==> config.mk <==
export PLATFORM = sky130hd
export DESIGN_NAME = count_seq_ctrl
export DESIGN_NICKNAME = d
export VERILOG_FILES = /design/src/rtl/count_seq_ctrl.sv
export SDC_FILE = /design/constraint.sdc
export NUM_CORES = 1
export LEC_CHECK = 0
export BUFFER_PORTS_ARGS = -buffer_cell sky130_fd_sc_hd__buf_2
export CORE_ASPECT_RATIO = 0.8
export CORE_MARGIN = 1
export CORE_UTILIZATION = 45
export CTS_CLUSTER_SIZE = 10
export DETAILED_ROUTE_END_ITERATION = 16
export PLACE_DENSITY = 0.81
export SYNTH_ARGS = -nofsm -noshare
export SYNTH_HDL_FRONTEND = slang
export SYNTH_SLANG_ARGS = --single-unit
==> constraint.sdc <==
create_clock -name clk -period 1.5 [get_ports clk]
set_input_delay 0.075 -clock clk [delete_from_list [all_inputs] [get_ports clk]]
set_output_delay 0.075 -clock clk [all_outputs]
set_load 0.01 [all_outputs]
==> src/rtl/count_seq_ctrl.sv <==
// ---------------------------------------------------------------------------
// count_seq_ctrl
// Stopwatch / interval-timer sequencer for a 9-bit counter.
// Turns start/stop/lap command pulses into counter enable and clear pulses.
// A prescaler paces the count advances.
// The run halts when the counter feedback reaches LIMIT.
// Lap commands capture a snapshot of the fed-back count.
// All outputs are registered, so a command acts on the edge after it is seen.
// ---------------------------------------------------------------------------
module count_seq_ctrl #(
   parameter logic [8:0] LIMIT    = 9'd15,
   parameter int         PRESCALE = 4
) (
   input  logic       clk,
   input  logic       clear,
   input  logic       start,
   input  logic       stop,
   input  logic       lap,
   input  logic [8:0] cin,
   output logic       cnt_en,
   output logic       cnt_clr,
   output logic [8:0] lap_val,
   output logic       lap_valid,
   output logic       running,
   output logic       done
);

   // Last prescaler phase. An advance is due when the prescaler sits here.
   localparam logic [7:0] PS_LAST = 8'(PRESCALE - 1);

   typedef enum logic [2:0] {
      IDLE  = 3'd0,
      CLR   = 3'd1,
      RUN   = 3'd2,
      PAUSE = 3'd3,
      DONE  = 3'd4
   } state_t;

   state_t     state_r;
   logic [7:0] prescale_r;
   logic       lap_ok_s;
   logic       at_limit_s;

   // Lap snapshots are honoured only once a run has really started.
   // The limit compare is shared by the sequencing logic.
   always_comb begin
      lap_ok_s   = 1'b0;
      at_limit_s = 1'b0;
      if ((state_r == RUN) || (state_r == PAUSE) || (state_r == DONE)) begin
         lap_ok_s = 1'b1;
      end else begin
         lap_ok_s = 1'b0;
      end
      if (cin == LIMIT) begin
         at_limit_s = 1'b1;
      end else begin
         at_limit_s = 1'b0;
      end
   end

   // Sequencer: state, prescaler and all registered outputs.
   always_ff @(posedge clk or posedge clear) begin
      if (clear) begin
         state_r    <= IDLE;
         prescale_r <= 8'd0;
         cnt_en     <= 1'b0;
         cnt_clr    <= 1'b0;
         lap_val    <= 9'd0;
         lap_valid  <= 1'b0;
         running    <= 1'b0;
         done       <= 1'b0;
      end else begin
         // Pulse outputs default low and are raised only by the cycle's decision.
         cnt_en    <= 1'b0;
         cnt_clr   <= 1'b0;
         lap_valid <= 1'b0;

         case (state_r)
            IDLE: begin
               // stop and lap have no meaning before a run exists.
               if (start) begin
                  state_r <= CLR;
                  cnt_clr <= 1'b1;
               end else begin
                  state_r <= IDLE;
               end
            end

            CLR: begin
               // The counter clears on this edge, so the first RUN cycle sees cin == 0.
               prescale_r <= 8'd0;
               state_r    <= RUN;
               running    <= 1'b1;
            end

            RUN: begin
               if (at_limit_s) begin
                  // Reaching the terminal count outranks a stop in the same cycle.
                  state_r <= DONE;
                  running <= 1'b0;
                  done    <= 1'b1;
               end else if (stop) begin
                  // The prescaler is frozen, so the partial tick period resumes later.
                  state_r <= PAUSE;
                  running <= 1'b0;
               end else if (prescale_r == PS_LAST) begin
                  prescale_r <= 8'd0;
                  cnt_en     <= 1'b1;
               end else begin
                  prescale_r <= prescale_r + 8'd1;
               end
            end

            PAUSE: begin
               // stop outranks start: a simultaneous pair aborts the run.
               if (stop) begin
                  state_r <= IDLE;
               end else if (start) begin
                  state_r <= RUN;
                  running <= 1'b1;
               end else begin
                  state_r <= PAUSE;
               end
            end

            DONE: begin
               if (stop) begin
                  state_r <= IDLE;
                  done    <= 1'b0;
               end else if (start) begin
                  state_r <= CLR;
                  cnt_clr <= 1'b1;
                  done    <= 1'b0;
               end else begin
                  state_r <= DONE;
               end
            end

            default: begin
               state_r    <= IDLE;
               prescale_r <= 8'd0;
               running    <= 1'b0;
               done       <= 1'b0;
            end
         endcase

         // Lap works alongside any transition.
         // It captures cin as seen in the command cycle.
         if (lap && lap_ok_s) begin
            lap_val   <= cin;
            lap_valid <= 1'b1;
         end else begin
            lap_val   <= lap_val;
         end
      end
   end

endmodule

# After elaboration in Yosys (flattened, before gate mapping)
# Cells that the tools add are included.
# op_classes
eq_ne	13
bitwise_logic	3
n_mux	31
addsub	1
reduce_logical	10
# ops
operator	count
2-to-1 mux 8 bit	3
2-to-1 mux 1 bit	18
case mux 8 bit (2 select lines)	1
case mux 3 bit (5 select lines)	1
2-to-1 mux 3 bit	4
!= test 2 bit (second input constant)	5
equality test 9 x 4 -> 1 bit (second input constant)	1
adder 8 x 1 -> 8 bit (second input constant)	1
equality test 8 x 2 -> 1 bit (second input constant)	1
equality test 3 x 2 -> 1 bit (second input constant)	2
!= test 3 bit (second input constant)	2
AND reduction 3 bit	2
OR reduction 3 bit	2
case mux 1 bit (4 select lines)	1
AND reduction 4 bit	1
equality test 3 x 1 -> 1 bit (second input constant)	1
equality test 3 bit (second input constant)	1
logical NOT 3 bit	1
NOT 1 bit	3
case mux 1 bit (3 select lines)	1
logical OR 1 bit	2
2-to-1 mux 2 bit	1
case mux 1 bit (2 select lines)	1
OR reduction 2 bit	1
logical AND 1 bit	1
# word_totals
input_bits	14
regBits	25
word_cells	66
out_inout_bits	14

# Logic depth before layout (Yosys ltp)
# logic_depth
ltp_word	6
mapped_depth	6
mapped_depth_nobuf	5

# Worst setup path after synthesis
# No wires, ideal clock.
# synth_timing
path_kind	reg-to-reg
startpoint	register prescale_r[0]
endpoint	register prescale_r[4]
stages_incl_launch_ff	6
slack_ps	-26
period_less_slack_ps	1526
path_buffers	0
setup_ps	122
required_time_ps	1378
t_arrival_ps	1405
cell_sequence	dfrtp_1 ha_1 nor4b_4 a21oi_4 a211o_1 a32o_1
# synth_via
elab_chain_cells	5
word_cells_on_any_way	6
cone_classes	add/sub (1); eq/ne (1); mux (4)
# synth_lines
element	line_no	rtl
start, declared	40	logic [7:0] prescale_r;
start signal, assigned	110	prescale_r <= prescale_r + 8'd1;
adder 8 x 1 -> 8 bit or equality test 8 x 2 -> 1 bit (tied branches)	110, 106	
2-to-1 mux 8 bit (*)	106	end else if (prescale_r == PS_LAST) begin
2-to-1 mux 8 bit (*)	102	end else if (stop) begin
2-to-1 mux 8 bit (*)	97	if (at_limit_s) begin
case mux 8 bit (2 select lines) (*)	78	case (state_r)
# Mark *: on every way between the ends. The rest lies on a longest branch, timed or not. The select of a mux whose other input is x is not followed.
# A chain may end at the register's enable or synchronous reset.

# Worst setup path in the final report
# Same ends and word-level chain as after synthesis.

==> results list <==
* Vias in the first global route: between 1000 and 1500
* Peak ir drop on the vdd network: 1039 uV
- At the later pin of the worst-skew pair, clock insertion delay measures approximately 330 ps.
- Period utilisation layout: 105.1%
- Worst-margin pin slew: between 300 and 400 ps
* Violated checks: setup timing
- The number of placed instances, taps included, is approximately 200.
- Setup slack of the critical path after layout: -77.12 ps
- Unrepaired setup endpoints after global routing: true
* Die area: about 0.0031 mm^2
- The floorplan step defined a core boundary enclosing 0.002562 mm^2.
- Setup slack on the worst reg-to-reg path comes out at -80 ps.
- The initial antenna violation count is 0.
* Fmax: 634.1 MHz
- Detailed Route Iter0 Violations: 28
- Compared with the post-synthesis result, the final layout area differs by 36.35%.
- Once the floorplan was initialized, standard cells occupied roughly 50% of the core.
- The cell family contributing the most delay on the critical path is compound AO/OA/AOI/OAI gates.
* Final hold violation count: 0
- Routability-driven placement finished with a final weighted congestion of between 0.8 and 0.9.
- Multiplexer share of the synthesized area: slightly below 8%
* Dominant combinational cell family by area after synthesis: simple AND/OR/NAND/NOR gates
- Maximum count of clock buffers along a single path: 2
* Number of distinct library cells after synthesis: 43
* Die outline width: ~62 um
- The final layout contains 194 nets.
* Post-synthesis compound-gate area fraction: between 10% and 20%
- Capturing instance or port of the critical path: prescale_r[4]
- Number of primary I/O pins: 28
- Setup skew after layout: 10.30 ps
- The final route contains between 1000 and 1500 vias.
- For this run, the register share of the synthesized area comes to ~49%.
* Clk slew on worst S/H paths: approximately 150 ps
- In the final routed layout, each cell accounts on average for 14.89 um.
* First element of the critical path: prescale_r[0]
* Die outline height: approximately 50 um
- Outcome: complete, but fails checks
* Post-Syn Area per Cell: about 11 um^2
* Dominant synthesized flop cell: sky130_fd_sc_hd__dfrtp_1
- Synthesis produced a netlist with a net count of 134.
* Largest area contributor in the netlist: sky130_fd_sc_hd__dfrtp_1
- Count of port buffers added during placement: 27
- Fraction of registers with async set/reset: between 90% and 100%
- TritonCTS built the clock tree.
- GR Overflow Total: 0
* Count of synthesis-stage warnings from yosys: 0
- The largest individual stage delay along the critical path comes from the cell sky130_fd_sc_hd__dfrtp_1.
* Average vias per placed instance: 5.495
* Top post-synthesis cells by count: sky130_fd_sc_hd__dfrtp_1, sky130_fd_sc_hd__nor2_1, sky130_fd_sc_hd__mux2_2
- Power consumption: around 0.0029 W
- In this run, synthesis inferred 0 flip-flops with an integrated enable.
* Headroom to the max-slew limit: slightly below 80%
* Filler-free cell count of the finished design: 214
* Levels on crit path: 5
- Most area-consuming cells after synthesis: sky130_fd_sc_hd__dfrtp_1, sky130_fd_sc_hd__mux2_2, sky130_fd_sc_hd__nor2_1
- H-tree level count: 1
- Summed over all cells, the static leakage comes to approximately 0.84 nW.
* Total detailed-routing wirelength: ~3200 um
- Worst path arrival time: 1810 ps
* Number of max-cap violations: 0
- For this run, the slowest stage of the critical path takes 390 ps.
- Dividing total power by cell area gives a power density of approximately 1700 mW/mm^2.
- Among all cell types in the netlist, the one instantiated most often is sky130_fd_sc_hd__dfrtp_1.
* Endpoint type of the worst setup path: register
- Number of antenna repair diodes: 0
- For this run, the total global-route usage over all layers was measured as around a quarter.
- Standard-cell rows: 16
* DPL Wire Length: between 2000 and 2500 um
- The worst path in the final design needs a cycle of ~1600 ps, including I/O delays and setup.
- The cell area that synthesis handed to floorplanning was between 0.001 and 0.0015 mm^2.
- Summed over its instances, the top area cell type makes up between 40% and 50% of the synthesized netlist area.
- Setup violations remaining at the end of the flow were counted as 2.
* 1st-pass router iterations: 4
- Hold/Removal Path Class: input pin to register
- Setup TNS: -142.6 ps
- The synthesized netlist devotes 0.9747% of its cell area to adder and majority cells.
* Maximum number of pins on one net before global-route repair: 26
- Synthesized-area fraction occupied by xor and xnor cells: 0%
- Startpoint types: register
- After detailed routing, the number of remaining DRC violations is 0.
- CTS Buf Count: 3
* Number of slew-limit violations in the final report: 0
- The number of buffers and inverters on the critical path is 0.
- The signal on the critical path passes through ha_2, nor4b_4, a21oi_4, a211o_1, a32o_1.
- Remaining number of nets flagged by the antenna check after routing: 0
* Endpoint of the most critical register-to-register path: prescale_r[4]
- Global-route wire length before repair: between 5000 and 6000 um
- CTS placed an instance of sky130_fd_sc_hd__clkbuf_4 at the clock tree root.
* Clock sink total: 25
* Setup Crit Path Kind: register to register
- Seq cells post-synth: 25
- Beginning of the worst register-to-register path: prescale_r[0]
- Post-Syn Instances: 119
- In this run the worst path has a maximum fanout of 7.
* Share of layout cells above drive strength 1: a little over two fifths
- Data on the critical path is required at its endpoint by around 1700 ps.
- The synthesized netlist devotes approximately a fifth of its cell area to simple gates.
- Measured in cells, the most critical reg-to-reg path has a length of 5.
[cells in the final DEF (no fill, tap or decap), drive strengths merged, types with 2 or more instances in the layout]
| master | n |
|---|---|
| buf | 49 |
| dfrtp | 25 |
| nor2 | 11 |
| dlygate4sd3 | 11 |
| mux2 | 9 |
| nand2 | 7 |
| o21ai | 7 |
| inv | 6 |
| nand3 | 5 |
| nand2b | 4 |
| nor3 | 3 |
| a32o | 3 |
| o211ai | 3 |
| clkbuf | 3 |
| a21oi | 3 |
| nor3b | 2 |
| a211o | 2 |
| a31oi | 2 |
| a211oi | 2 |
| and4 | 2 |
| o22ai | 2 |
[worst min path at each step]
stage               start  depth (start not counted)  slack (ps)          to
detailed placement  clear                          3         140  lap_val[7]
finish                lap                          3          30   lap_valid
CTS                  stop                          2          30      cnt_en
floorplan           clear                          1         100     cnt_clr
global placement    clear                          3         140  lap_val[8]
global route          lap                          3          30   lap_valid
[area by class of cell]
class | instances | area [um^2]
Multi-Input combinational cell | 83 | 615.6
Clock inverter | 1 | 5.005
Tap cell | 36 | 45.04
Clock buffer | 3 | 22.52
Fill cell | 201 | 812.0
Inverter | 6 | 22.52
Sequential cell | 25 | 629.4
Timing Repair Buffer | 60 | 410.4
[repair_timing]
| item | 4_1_cts | 5_1_grt |
|---|---|---|
| hold buffers | 11 | 0 |
| endpoints found under the hold margin | 35 | 0 |
| setup buffers | 0 | 4 |
| pin swaps | 0 | 2 |
| gates resized for setup | 3 | 4 |
| setup endpoints to repair | 12 | 20 |
[worst reg2reg max path: cells and delay by family (launching register included)]
| kind | cells | cell delay (ps) |
|---|---|---|
| simple gates | 1 | 270 |
| compound gates | 3 | 630 |
| fa+ha+maj | 1 | 190 |
| flops | 1 | 390 |
[power by group]
part | switching, W | leakage (nW) | total (W) | internal, W
clock | 0.000215 | 0.0177 | 0.000316 | 0.000100
sequential | 0.000177 | 0.315 | 0.00109 | 0.000915
combinational | 0.000729 | 0.505 | 0.00149 | 0.000765
[kinds of logic after synthesis]
| group | Yosys count |
|---|---|
| adders and majority gates | 1 |
| muxes | 9 |
| and+or+nand+nor | 44 |
| AOI/OAI and AO/OA | 29 |
| buffers and inverters | 11 |
| DFF | 25 |
[flip-flops by register name, summed over array words and instances (netlist names)]
name and flops:
running 1, cnt_clr 1, lap_val 9, state_r 3, prescale_r 8, lap_valid 1, done 1, cnt_en 1
[per-stage QoR]
step	setup slack [ps]	hold WS [ps]	cell area [um^2]	util, %
5_1_grt	-138.2	31.04	1750	68.31
6_report	-77.12	26.72	1750	68.31
4_1_cts	-86.63	28.12	1708	66.65
3_5_place_dp	-56.29	139.8	1567	61.13
3_3_place_gp	-24.43	135.3	1567	61.13
2_1_floorplan	-17.22	102.3	1286	-
[per-layer routing]
metal	up-vias	GRT usage [%]	wire length, um
met5	-	0	0
met4	0	8.148	44
met3	4	6.299	216
met2	46	40.86	1547
met1	568	30.35	1379
li1	558	-	-
Power figures use the tool's default switching activity.
